## src/rtl/csr_pkg.sv

```systemverilog
// Shared encodings for the CSR access path: op fields, address map, access-field positions, FSM states.
package csr_pkg;

    typedef enum logic [2:0] {
        ST_IDLE   = 3'd0,
        ST_ISSUE  = 3'd1,
        ST_MODIFY = 3'd2,
        ST_WRITE  = 3'd3,
        ST_FINISH = 3'd4
    } state_t;

    // Main op as carried in funct3[1:0]; 00 is not a CSR instruction.
    localparam logic [1:0] MAIN_NONE = 2'b00;
    localparam logic [1:0] MAIN_WR   = 2'b01;
    localparam logic [1:0] MAIN_SET  = 2'b10;
    localparam logic [1:0] MAIN_CLR  = 2'b11;

    localparam logic [1:0] QUAL_RW = 2'b00;
    localparam logic [1:0] QUAL_WO = 2'b01;
    localparam logic [1:0] QUAL_RO = 2'b10;

    typedef struct packed {
        logic       imm;
        logic [1:0] mainOp;
        logic [1:0] qual;
    } csr_op_t;

    localparam int ACC_MSB  = 11;
    localparam int ACC_LSB  = 10;
    localparam int PRIV_MSB = 9;
    localparam int PRIV_LSB = 8;

    localparam logic [1:0] ACC_READONLY  = 2'b11;
    localparam logic [1:0] PRIV_RESERVED = 2'b10;

    localparam logic [11:0] CSR_MSTATUS  = 12'h300;
    localparam logic [11:0] CSR_MTVEC    = 12'h305;
    localparam logic [11:0] CSR_MSCRATCH = 12'h340;
    localparam logic [11:0] CSR_CYCLE    = 12'hC00;
    localparam logic [11:0] CSR_MHARTID  = 12'hF11;

endpackage

```

## src/rtl/csr_decode.sv

```systemverilog
// Combinational decode of a SYSTEM CSR instruction into the CSR-file op and an illegal flag.
module csr_decode
    import csr_pkg::*;
(
    input  logic [2:0]  Funct3,
    input  logic [11:8] InstAddr,
    input  logic [4:0]  Rs1Index,
    input  logic [4:0]  RdIndex,
    output csr_op_t     CsrOp,
    output logic        Illegal
);

    always_comb begin
        CsrOp        = '0;
        CsrOp.imm    = Funct3[2];
        CsrOp.mainOp = Funct3[1:0];
        // Writes with rd=x0 skip the read; set/clear with a zero mask skip the write.
        if (Funct3[1:0] == MAIN_WR) begin
            CsrOp.qual = (RdIndex == 5'd0) ? QUAL_WO : QUAL_RW;
        end else begin
            CsrOp.qual = (Rs1Index == 5'd0) ? QUAL_RO : QUAL_RW;
        end

        Illegal = (Funct3[1:0] == MAIN_NONE)
               || ((InstAddr[ACC_MSB:ACC_LSB] == ACC_READONLY) && (CsrOp.qual != QUAL_RO))
               || (InstAddr[PRIV_MSB:PRIV_LSB] == PRIV_RESERVED);
    end

endmodule

```

## src/rtl/csr_access_ctrl.sv

```systemverilog
// Sequences one CSR instruction through the CSR file; Done 3 cycles after Start (read-only),
// 4 (writing), 1 (illegal). Start is dropped while Busy; Flush aborts without Done.
module csr_access_ctrl
    import csr_pkg::*;
(
    input  logic        Clk,
    input  logic        Reset,
    input  logic        Start,
    input  logic [2:0]  Funct3,
    input  logic [11:0] InstAddr,
    input  logic [4:0]  Rs1Index,
    input  logic [31:0] Rs1Value,
    input  logic [4:0]  RdIndex,
    input  logic        Flush,
    output logic        Busy,
    output logic        Done,
    output logic        Illegal,
    output logic        RdWe,
    output logic [31:0] RdValue,
    output logic        CsrEn,
    output logic [4:0]  CsrOp,
    output logic [11:0] CsrAddr,
    output logic [31:0] CsrData,
    input  logic [31:0] CsrRdata
);

    state_t  state, nextState;
    csr_op_t decOp, opQ;
    logic    decIllegal;
    logic    illegalQ;
    logic [4:0] rdIndexQ;
    logic    accept;

    csr_decode uDecode (
        .Funct3   (Funct3),
        .InstAddr (InstAddr[11:8]),
        .Rs1Index (Rs1Index),
        .RdIndex  (RdIndex),
        .CsrOp    (decOp),
        .Illegal  (decIllegal)
    );

    assign accept = (state == ST_IDLE) && Start && !Flush;
    assign CsrOp  = opQ;

    always_ff @(posedge Clk) begin
        if (Reset) begin
            state    <= ST_IDLE;
            opQ      <= '0;
            CsrAddr  <= '0;
            CsrData  <= '0;
            RdValue  <= '0;
            illegalQ <= 1'b0;
            rdIndexQ <= '0;
        end else begin
            state <= nextState;
            if (accept) begin
                opQ      <= decOp;
                CsrAddr  <= InstAddr;
                CsrData  <= Funct3[2] ? {27'b0, Rs1Index} : Rs1Value;
                illegalQ <= decIllegal;
                rdIndexQ <= RdIndex;
            end
            if ((state == ST_MODIFY) && !Flush) begin
                RdValue <= CsrRdata;
            end
        end
    end

    always_comb begin
        nextState = state;
        Busy      = (state != ST_IDLE);
        CsrEn     = 1'b0;
        Done      = 1'b0;
        Illegal   = 1'b0;
        RdWe      = 1'b0;
        case (state)
            ST_IDLE: begin
                if (accept) nextState = decIllegal ? ST_FINISH : ST_ISSUE;
            end
            ST_ISSUE: begin
                CsrEn     = !Flush;
                nextState = Flush ? ST_IDLE : ST_MODIFY;
            end
            ST_MODIFY: begin
                if (Flush)                   nextState = ST_IDLE;
                else if (opQ.qual == QUAL_RO) nextState = ST_FINISH;
                else                         nextState = ST_WRITE;
            end
            // A flushed write still occupies its cycle but never reports completion.
            ST_WRITE: begin
                nextState = Flush ? ST_IDLE : ST_FINISH;
            end
            ST_FINISH: begin
                nextState = ST_IDLE;
                Done      = !Flush;
                Illegal   = !Flush && illegalQ;
                RdWe      = !Flush && !illegalQ && (opQ.qual != QUAL_WO) && (rdIndexQ != 5'd0);
            end
            default: nextState = ST_IDLE;
        endcase
        if (Reset) begin
            CsrEn   = 1'b0;
            Done    = 1'b0;
            Illegal = 1'b0;
            RdWe    = 1'b0;
        end
    end

endmodule

```

## config.mk

```make
export PLATFORM = sky130hd
export DESIGN_NAME = csr_access_ctrl
export DESIGN_NICKNAME = d
export VERILOG_FILES = /design/src/rtl/csr_pkg.sv /design/src/rtl/csr_decode.sv /design/src/rtl/csr_access_ctrl.sv
export SDC_FILE = /design/constraint.sdc
export NUM_CORES = 1
export LEC_CHECK = 0
export CAP_MARGIN = 20
export CORE_ASPECT_RATIO = 0.9
export CORE_MARGIN = 8
export CORE_UTILIZATION = 65
export DETAILED_ROUTE_END_ITERATION = 16
export DONT_BUFFER_PORTS = 1
export GPL_TIMING_DRIVEN = 0
export PLACE_DENSITY_LB_ADDON = 0.12
export SLEW_MARGIN = 15
export SYNTH_ARGS = -nofsm -noshare
export SYNTH_HDL_FRONTEND = slang
export SYNTH_SLANG_ARGS = --single-unit
```

## constraint.sdc

```tcl
create_clock -name Clk -period 2.9 [get_ports Clk]
set_clock_uncertainty 0.2 [all_clocks]
set_input_delay 0.58 -clock Clk [delete_from_list [all_inputs] [get_ports Clk]]
set_output_delay 0.58 -clock Clk [all_outputs]
set_load 0.005 [all_outputs]
```

==> results_dict.tcl <==
set metrics [dict create \
    core.rowCount 25 \
    die_area_sq_um 7910 \
    reg2reg_slack_ns 1.05 \
    tns_ns 0 \
    post-route-min-period_ns 2.58 \
    cts_tree "built" \
    nFillCells 417 \
    dp_hpwl_um 7270 \
    clk_latency_ns 0.35 \
    htreeDepth 3 \
    grt_pass1_vias 2728 \
    fin_crit_sh_pct 88.9 \
    slew_headroom_pct 61.2 \
    netlist_top_cells_area "dfxtp_1 (52%), nand2_1 (15%), a21oi_1 (12%)" \
    crit_path_start_kind "register" \
    drtPass1Iterations 4 \
    io_buffers 0 \
    fin_cells 504 \
    antenna_found_initial 0 \
    grt_max_degree 15 \
    diodes 0 \
    yosys_register_bits 90 \
    ctsHoldBuffers 0 \
    placedCellCount 489 \
    cp-end-kind "output port" \
    fin_nets 526 \
    syn_avg_cell_area_sq_um 8.20 \
    drt_iter0_drc 134 \
    start_util_pct 66.6 \
    cellLeakagePower_nw 1.26 \
    synth_nets 515 \
    finalHoldViolCount 0 \
    clkSinkCount 90 \
    cts-resized-gates 0 \
    syn_to_final_growth_pct 8.43 \
    outcome "finished clean" \
    multi_input_area_sq_um 1480 \
    root_buffer "clkbuf_8" \
    synth_top_area_share_pct 52.1 \
    chipHeight_um 85.2 \
    synth_edf_count 0 \
    finalPower_mw 2.37 \
    die_x_um 92.9 \
    overflow 0 \
    wl_um 9440 \
    gp_congestion 0.811 \
    core-area_sq_um 5190 \
    final_layout_size_suffix_gt1_share_pct 8.47 \
    yosysWarnings 0 \
    layout_common_cells "nand2_1 (136), dfxtp_1 (90), a21oi_1 (83)" \
    ys_seq_area_share_pct 52.1 \
    grt_pass1_wl_um 14400 \
    via_per_inst 5.75 \
    holdWs_ns 0.121 \
    io_pins 179 \
    drtAntennaViolNets 0 \
    tightest_slew_ns 0.582 \
    cp.required_ns 2.12 \
    final_common_cell "nand2_1" \
    path_clk_slew_ns 0.08 \
    path_class "register to output port" \
    ys.flop_type "dfxtp_1" \
    drv_slew 0 \
    synth.cell_area_sq_um 3460 \
    drc 0 \
    p_per_area_nw_per_um2 632 \
    postCtsSetupBuffers 0 \
    synth_top_area_cell "dfxtp_1" \
    vias 2899 \
    setup_viol 0 \
    wire_per_inst_um 18.7 \
    async_flop_share_pct 0 \
    rsz0062_at_grt "false" \
    max_freq_mhz 388 \
    regArea_sq_um 1800 \
    grt_usage_pct 23.0 \
    synth_cell_types 34 \
    cts_inserted_buffers 9 \
    hold_class "input port to register" \
    critical_path_arrival_ns 1.80 \
    worstPathMaxFanout 7 \
    syn-instance-count 422 \
    ctsLongestPathBuffers 2 \
    vdd_drop_max_uv 571 \
    finalCoreUtilization_pct 72.2 \
    max-cap-violations 0 \
]
[synthesized netlist by cell type, drive strengths merged, types with 2 or more instances]
cell type  count
a211oi         6
a21oi         83
buf           18
clkbuf        16
dfxtp         90
inv            2
mux2i          5
nand2        136
nand2b         3
nand3b        28
nor2          10
nor2b          3
nor3           4
nor3b          2
o21ai          2
or2            2
or4            2
[where the power goes]
part | switching (mW) | total, mW | leakage (nW) | internal, mW
logic | 0.105 | 0.168 | 0.433 | 0.0621
registers | 0.0321 | 1.30 | 0.730 | 1.27
clock network | 0.421 | 0.900 | 0.0984 | 0.479
total | 0.558 | 2.37 | 1.26 | 1.81
[through the flow]
stage | setup WS, ns | instance area, sq um
final | 0.323 | 3750
after global placement | 0.319 | 3540
after CTS | 0.284 | 3750
after global routing | 0.169 | 3750
after detailed placement | 0.299 | 3540
after floorplan | 0.579 | 3460
[layout make-up]
cell class | instances | share of cell area, %
inverter | 2 | 0.200
clock inverter | 5 | 2.14
buffer | 34 | 4.50
tap | 67 | 2.24
clock buffer | 10 | 3.40
sequential | 90 | 48.0
multi-input combinational | 296 | 39.5
[registers in the layout, summed over array words and instances, names as in the netlist]
signal and flops:
illegalQ 1, RdValue 32, state 3, CsrAddr 12
CsrData 32, rdIndexQ 5, CsrOp 5
[critical path: stages (launching register included)]
cell and delay [ns]:
dfxtp_1 0.38, or3_1 0.42, nor3b_2 0.30, o21ai_1 0.12, nor3_1 0.21
[per-layer routing]
| layer | share of wire, % | global-route usage [%] | up-vias |
|---|---|---|---|
| met2 | 47 | 36.2 | 139 |
| met5 | 0 | 0 | - |
| met4 | 1.9 | 7.16 | 0 |
| met3 | 12 | 12.4 | 16 |
| met1 | 39 | 26.0 | 1320 |
| li1 | - | - | 1424 |
[final timing paths]
kind                                          startpoint                       end  cells past startpoint
worst min-delay path                               Flush     state[1]$_SDFFE_PP0P_                      1
worst max-delay path               state[1]$_SDFFE_PP0P_                      RdWe                      4
worst min register to register  rdIndexQ[2]$_SDFFE_PP0P_  rdIndexQ[2]$_SDFFE_PP0P_                      2
worst max register to register     state[2]$_SDFFE_PP0P_  CsrData[23]$_SDFFE_PP0P_                      9
[cell families after synthesis]
logic type | count (synthesis) | synth area share (%)
DFF | 90 | 52.1
buffers and inverters | 36 | 5.10
and+or+nand+nor | 195 | 26.6
AOI/OAI and AO/OA | 96 | 14.7
muxes | 5 | 1.45
Note: power is estimated with default switching activity, not from simulation.
